<file path="src/rtl/conv_accum.sv">
// Windowed accumulator: sums 2^WIN_LOG2 signed 9-bit samples, then presents the
// sum and floor-mean with a valid/ready handshake, optionally restarting back-to-back.
module conv_accum #(
   parameter int WIN_LOG2 = 3
) (
   input  logic                  clk,
   input  logic                  reset,
   input  logic                  ACC_iStart,
   input  logic                  ACC_iValid,
   input  logic [8:0]            ACC_iData,
   output logic                  ACC_oReady,
   input  logic                  ACC_iReady,
   output logic                  ACC_oValid,
   output logic [9+WIN_LOG2-1:0] ACC_oSum,
   output logic [8:0]            ACC_oMean,
   output logic [WIN_LOG2:0]     ACC_oCount
);

   localparam int SUM_W = 9 + WIN_LOG2;
   localparam int CNT_W = WIN_LOG2 + 1;
   localparam logic [CNT_W-1:0] LAST_IDX = CNT_W'((1 << WIN_LOG2) - 1);

   typedef enum logic [1:0] {
      IDLE    = 2'b00,
      ACCUM   = 2'b01,
      DONE    = 2'b10,
      ILLEGAL = 2'b11
   } state_t;

   state_t state, state_next;

   logic signed [SUM_W-1:0] acc;
   logic signed [SUM_W-1:0] sample_ext;
   logic signed [SUM_W-1:0] sum_next;
   logic signed [SUM_W-1:0] mean_full;
   logic accept;
   logic last;
   logic start_win;
   logic release_res;

   assign ACC_oReady  = (state == ACCUM);
   assign accept      = ACC_oReady & ACC_iValid;
   assign last        = accept && (ACC_oCount == LAST_IDX);
   assign release_res = (state == DONE) && ACC_iReady;
   assign start_win   = ((state == IDLE) && ACC_iStart) || (release_res && ACC_iStart);

   // Sign extension to SUM_W bits leaves no room for overflow over a full window.
   assign sample_ext = {{WIN_LOG2{ACC_iData[8]}}, ACC_iData};
   assign sum_next   = acc + sample_ext;
   assign mean_full  = sum_next >>> WIN_LOG2;

   // NOTE: sequential state uses non-blocking assignments so every register samples
   // pre-edge values; blocking here would create order-dependent simulation races.
   always_ff @(posedge clk or negedge reset) begin
      if (!reset) begin
         state <= IDLE;
      end else begin
         state <= state_next;
      end
   end

   // NOTE: state_next gets a default before the case so no path leaves it unassigned,
   // which would otherwise infer a latch.
   always_comb begin
      state_next = state;
      case (state)
         IDLE:    if (ACC_iStart) state_next = ACCUM;
         ACCUM:   if (last) state_next = DONE;
         DONE:    if (ACC_iReady) state_next = ACC_iStart ? ACCUM : IDLE;
         default: state_next = IDLE;
      endcase
   end

   always_ff @(posedge clk or negedge reset) begin
      if (!reset) begin
         acc        <= '0;
         ACC_oCount <= '0;
         ACC_oSum   <= '0;
         ACC_oMean  <= '0;
         ACC_oValid <= 1'b0;
      end else begin
         if (start_win) begin
            acc        <= '0;
            ACC_oCount <= '0;
         end else if (accept) begin
            acc        <= sum_next;
            ACC_oCount <= ACC_oCount + CNT_W'(1);
         end

         // Sum and mean are only loaded on the final accept, so they keep the
         // last result through IDLE and the following window.
         if (last) begin
            ACC_oSum   <= sum_next;
            ACC_oMean  <= mean_full[8:0];
            ACC_oValid <= 1'b1;
         end else if (release_res || (state == ILLEGAL)) begin
            ACC_oValid <= 1'b0;
         end
      end
   end

endmodule

</file>
<file path="config.mk">
export PLATFORM = sky130hd
export DESIGN_NAME = conv_accum
export DESIGN_NICKNAME = d
export VERILOG_FILES = /design/src/rtl/conv_accum.sv
export SDC_FILE = /design/constraint.sdc
export NUM_CORES = 1
export LEC_CHECK = 0
export BUFFER_PORTS_ARGS = -buffer_cell sky130_fd_sc_hd__buf_2
export CORE_MARGIN = 2
export CORE_UTILIZATION = 35
export CTS_BUF_LIST = sky130_fd_sc_hd__clkbuf_4
export DETAILED_ROUTE_END_ITERATION = 8
export GPL_ROUTABILITY_DRIVEN = 0
export GPL_TIMING_DRIVEN = 0
export PLACE_DENSITY = 0.64
export SYNTH_ARGS = -nofsm -noshare
export SYNTH_HDL_FRONTEND = slang
export SYNTH_SLANG_ARGS = --single-unit
</file>
<file path="constraint.sdc">
create_clock -name clk -period 2 [get_ports clk]
set_input_delay 0.4 -clock clk [delete_from_list [all_inputs] [get_ports clk]]
set_output_delay 0.4 -clock clk [all_outputs]
set_load 0.02 [all_outputs]
</file>
# After elaboration in Yosys (flattened, before gate mapping)
# Index checks and enable logic that the tools add are counted.
[totals]
register_bits = 40
out_inout_bits = 27
word_cells = 37
[classes]
addsub = 2
n_eq_ne = 7
n_mux = 11
bitwise = 1
reduce_logical = 10
[op_table]
columns = ["cell", "count"]
rows = [
  ["2-to-1 mux 12 bit", 2],
  ["adder 12 x 9 -> 12 bit", 1],
  ["2-to-1 mux 4 bit", 2],
  ["2-to-1 mux 2 bit", 3],
  ["one-hot mux 2 bit (3 select lines)", 1],
  ["adder 4 x 1 -> 4 bit, second input constant", 1],
  ["== test 2 bit, second input constant", 2],
  ["== test 4 x 3 -> 1 bit, second input constant", 1],
  ["logical AND 1 bit", 4],
  ["!= test 2 bit, second input constant", 2],
  ["nonzero test 2 bit", 2],
  ["2-to-1 mux 1 bit", 3],
  ["AND reduction 3 bit", 1],
  ["== test 2 x 1 -> 1 bit, second input constant", 1],
  ["logical NOT 2 bit", 1],
  ["logical OR 1 bit", 2],
  ["!= test 2 x 1 -> 1 bit, second input constant", 1],
  ["AND 1 bit", 1],
]

# Longest topological paths before layout
[logic_depth]
word_depth = 5
ltp_mapped = 8
mapped_depth_nobuf = 8

# Least setup slack after synthesis
# Ideal clock, no wire load.
[synth_path]
path_type = "input -> register"
start = "in ACC_iData[8]"
end = "reg ACC_oSum[11]"
setup_ns = 0.129
arrival_time_ns = 1.948
slack_ns = -0.077
cell_stages = 8
cell_sequence = "ha_1 -> buf_6 -> a21o_1 -> a21o_1 -> or4_1 -> nand4_2 -> xnor2_1 -> o21ai_2"
[synth_between]
elab_chain_cells = 1
[synth_lines]
columns = ["item", "line_no", "rtl"]
rows = [
  ["start: declaration", "10", "input logic [8:0] ACC_iData,"],
  ["adder 12 x 9 -> 12 bit", "49", "assign sum_next = acc + sample_ext;"],
  ["end signal: assignment", "93", "ACC_oSum <= sum_next;"],
  ["end: declaration", "14", "output logic [9+WIN_LOG2-1:0] ACC_oSum,"],
]
# Every way passes these cells.
# A chain may end at the register's enable or synchronous reset.

# Worst setup path in the final report
[layout_path]
start = "reg acc[0]"
end = "reg ACC_oSum[10]"
[layout_between]
elab_chain_cells = 1
[layout_lines]
columns = ["item", "line_no", "rtl"]
rows = [
  ["start: declaration", "32", "logic signed [SUM_W-1:0] acc;"],
  ["start signal: assignment", "86", "acc <= sum_next;"],
  ["adder 12 x 9 -> 12 bit", "49", ""],
]
# Every way passes these cells.

==> flow_metrics.py <==
metrics = {
    "run_status": {
        "status": "finished, violations left",
        "failed_checks": "setup timing",
    },
    "worst_setup_path": {
        "timing.setup.critical_path_class": "reg2reg",
        "critical_path_peak_fanout": 2,
        "slowest_delay_ns": 0.43,
        "worst-r2r-setup-slack_ns": -0.08,
        "cpLargestDelayFamily": "compound AO/OA/AOI/OAI gates",
        "worst-endpoint-required_ns": 2.23,
        "critPathSlowestCell": "sky130_fd_sc_hd__dfrtp_1",
        "r2r.worst_path.cells": 8,
        "cp_data_arrival_time_ns": 2.31,
        "setup.worst_path.start_class": "register",
        "regToRegStartpoint": "acc[0]",
        "timing.rr.end": "ACC_oSum[10]",
        "crit_path_cell_trace": "ha_4 -> fa_2 -> a21oi_2 -> o21a_1 -> o211ai_1 -> a21oi_1 -> xnor2_1 -> mux2_4",
        "worst_setup_path_end_kind": "register",
        "crit_buf_inv": 0,
    },
    "timing": {
        "unrepaired_setup_endpoints_after_global_routing": "yes",
        "clock-skew-final_ns": 0.00660,
        "tightest_slew_ns": 0.703,
        "max_freq_ghz": 0.480,
        "hold_violations": 0,
        "timing.final.ws_setup_ns": -0.0816,
        "setup_viol_count_final": 6,
        "relative_slew_slack_pct": 53.1,
        "final_worst_path_period_need_ns": 2.08,
        "min_period_over_period_pct": 104,
        "max_slew_violation_count": 0,
    },
    "clock_network": {
        "htree_num_levels": 2,
        "root_buffer": "sky130_fd_sc_hd__clkbuf_4",
        "cts-hold-fix-buffers": 0,
        "cts_buffers": 5,
        "clk_latency_ns": 0.33,
        "clk_transition_reported_paths_ns": 0.10,
        "clock-sinks": 31,
        "clockBufferDepth": 2,
        "tritoncts": "built",
    },
    "floorplanning": {
        "die_area_um2": 5830,
        "floorplan.initialDensity_pct": 36.1,
        "std_cell_rows": 26,
        "die_h_um": 76.3,
        "io_pins": 41,
        "core_area_um2": 5070,
        "die_x_um": 76.3,
    },
    "drt": {
        "final_routed_drc_violation_total": 0,
        "drtPass1Iterations": 4,
        "routed_wl_um": 4450,
        "via_per_inst": 4.95,
        "avgRoutedWirePerCell_um": 14.0,
        "drt-initial-drc-count": 82,
        "routed-via-count": 1573,
        "postRouteAntennaNets": 0,
    },
    "placed_design": {
        "post_dp_cell_area_um2": 2130,
        "pre_cts_ws_ns": -0.294,
        "io_buffer_count": 40,
        "dp_hpwl_um": 2870,
    },
    "synthesis": {
        "synth-seq-area-share_pct": 42.3,
        "post-synth-top-count-cell": "sky130_fd_sc_hd__nand2_1",
        "synth_top_cell_area_share_pct": 42.3,
        "synth_area_um2": 1830,
        "post_synth_inst_count": 187,
        "synthesis.yosys.warnings": 0,
        "ranking_of_synthesized_cells_by_instance_count": "34 x sky130_fd_sc_hd__nand2_1, 31 x sky130_fd_sc_hd__dfrtp_1, 12 x sky130_fd_sc_hd__ha_1, 10 x sky130_fd_sc_hd__a21oi_1, 10 x sky130_fd_sc_hd__a22o_1",
        "edff_count_synth": 0,
        "cell_variety_after_synth": 42,
        "mappedNetlistNets": 214,
        "yosys.area.top_type": "sky130_fd_sc_hd__dfrtp_1",
        "synth_area_leaders": "sky130_fd_sc_hd__dfrtp_1 42%, sky130_fd_sc_hd__ha_1 8.2%, sky130_fd_sc_hd__nand2_1 7.0%",
        "syn-mean-instance-area_um2": 9.80,
        "postSynth.asyncResetShare_pct": 100,
        "ys_dominant_reg_cell": "sky130_fd_sc_hd__dfrtp_1",
        "ys_ff_latch": 31,
    },
    "finish": {
        "antenna_cells": 0,
        "area_growth_syn_to_layout_pct": 34.7,
        "drive_above_1_share_pct": 39.5,
        "design_area_um2": 2470,
        "nets": 274,
    },
    "grt": {
        "grt_start_max_net_pins": 32,
        "groute.layer.met3.usage_pct": 3.91,
        "grt_use_total_pct": 16.0,
        "grt.overflow.total": 0,
        "groute.layer.met2.usage_pct": 26.2,
        "first_global_vias": 1602,
        "global_route_wire_length_before_repair_um": 7500,
        "global_route.peak_usage_layer": "met2",
        "met1_layer_usage_reported_by_global_route_pct": 20.8,
        "initial_antenna_violation_count": 0,
    },
    "job": {
        "max_cap_violations": 0,
    },
    "power": {
        "total_leakage_power_nw": 1.23,
        "power_per_cell_area_nw_per_um2": 1650,
        "irDropWorstVdd_mv": 0.524,
    },
    "worst_hold_path": {
        "hp-class": "in2async",
    },
}
==> stage by stage <==
step	std cells	TNS (ns)	total power (W)	hold WS [ns]	utilization [%]
after floorplan	187	0	0.00264	0.104	-
after global placement	297	-1.82	0.00311	0.454	42.0
after CTS	313	-0.146	0.00387	0.119	46.3
after detailed placement	297	-1.86	0.00315	0.458	42.0
final	318	-0.199	0.00406	0.0997	48.6
after global routing	318	-1.10	0.00442	0.142	48.6
==> state kept, by name, summed over array words and instances, names as in the netlist <==
| name | flops |
|---|---|
| ACC_oSum | 12 |
| ACC_oValid | 1 |
| state | 2 |
| ACC_oCount | 4 |
| acc | 12 |
==> worst max path at each step <==
stage	start	endpoint	slack [ns]	cells after the start
floorplan	ACC_iData[0]	ACC_oSum[10]	0.02	8
global placement	ACC_iData[1]	ACC_oSum[11]	-0.26	8
detailed placement	ACC_iData[1]	ACC_oSum[11]	-0.29	8
CTS	acc[0]	ACC_oSum[10]	-0.04	8
global route	acc[0]	ACC_oSum[8]	-0.17	8
finish	acc[0]	ACC_oSum[10]	-0.08	8
==> routing by layer <==
metal	vias up	part of all wire (%)
met3	6	4.8
met4	0	1.0
met5	-	0
met2	40	48
li1	773	-
met1	754	46
==> kinds of logic (layout without fill, tap and decap cells) <==
logic type / after synthesis / after routing / synth area share [%]
DFF: 31 / 31 / 42.3
muxes: 4 / 4 / 2.32
AOI/OAI and AO/OA: 43 / 43 / 16.2
and+or+nand+nor: 68 / 68 / 18.6
buffers and inverters: 17 / 78 / 5.94
xor gates and xnor gates: 11 / 11 / 5.26
adders and majority gates: 13 / 13 / 9.29
==> final cells by class <==
class / count / area [um^2]
fillers: 520 / 2610
inverters: 2 / 7.51
clock inverters: 3 / 38.8
repair buffers: 54 / 313
multi-input cells: 139 / 1110
clock buffers: 5 / 37.5
flip-flops and latches: 31 / 776
plain buffers: 14 / 97.6
well taps: 70 / 87.6
==> timing repair <==
item | in CTS | in global routing
pin swaps | 14 | 13
setup endpoints to repair | 9 | 16
buffers inserted | 9 | 5
resized for setup | 12 | 15
==> cells in the final DEF, fill, tap and decap left out, types with 2 or more instances in the layout <==
cell / instances
sky130_fd_sc_hd__a21o_1: 6
sky130_fd_sc_hd__a21oi_1: 7
sky130_fd_sc_hd__a21oi_2: 3
sky130_fd_sc_hd__a22o_1: 10
sky130_fd_sc_hd__buf_2: 43
sky130_fd_sc_hd__buf_4: 21
sky130_fd_sc_hd__buf_6: 3
sky130_fd_sc_hd__clkbuf_4: 5
sky130_fd_sc_hd__dfrtp_1: 31
sky130_fd_sc_hd__ha_1: 5
sky130_fd_sc_hd__ha_4: 6
sky130_fd_sc_hd__inv_1: 2
sky130_fd_sc_hd__mux2i_1: 2
sky130_fd_sc_hd__nand2_1: 34
sky130_fd_sc_hd__nand2b_1: 3
sky130_fd_sc_hd__nand4_1: 3
sky130_fd_sc_hd__nor2_1: 9
sky130_fd_sc_hd__nor2b_1: 4
sky130_fd_sc_hd__nor3b_1: 2
sky130_fd_sc_hd__o211ai_1: 3
sky130_fd_sc_hd__o21ai_0: 4
sky130_fd_sc_hd__o21ai_1: 2
sky130_fd_sc_hd__or3_1: 2
sky130_fd_sc_hd__xnor2_1: 6
sky130_fd_sc_hd__xor2_1: 3
==> where the power goes <==
group	internal [W]	switching [W]
Sequential	0.000898	0.000224
Clock	0.000257	0.000229
Combinational	0.00118	0.00128
(Power assumes the default switching activity.)
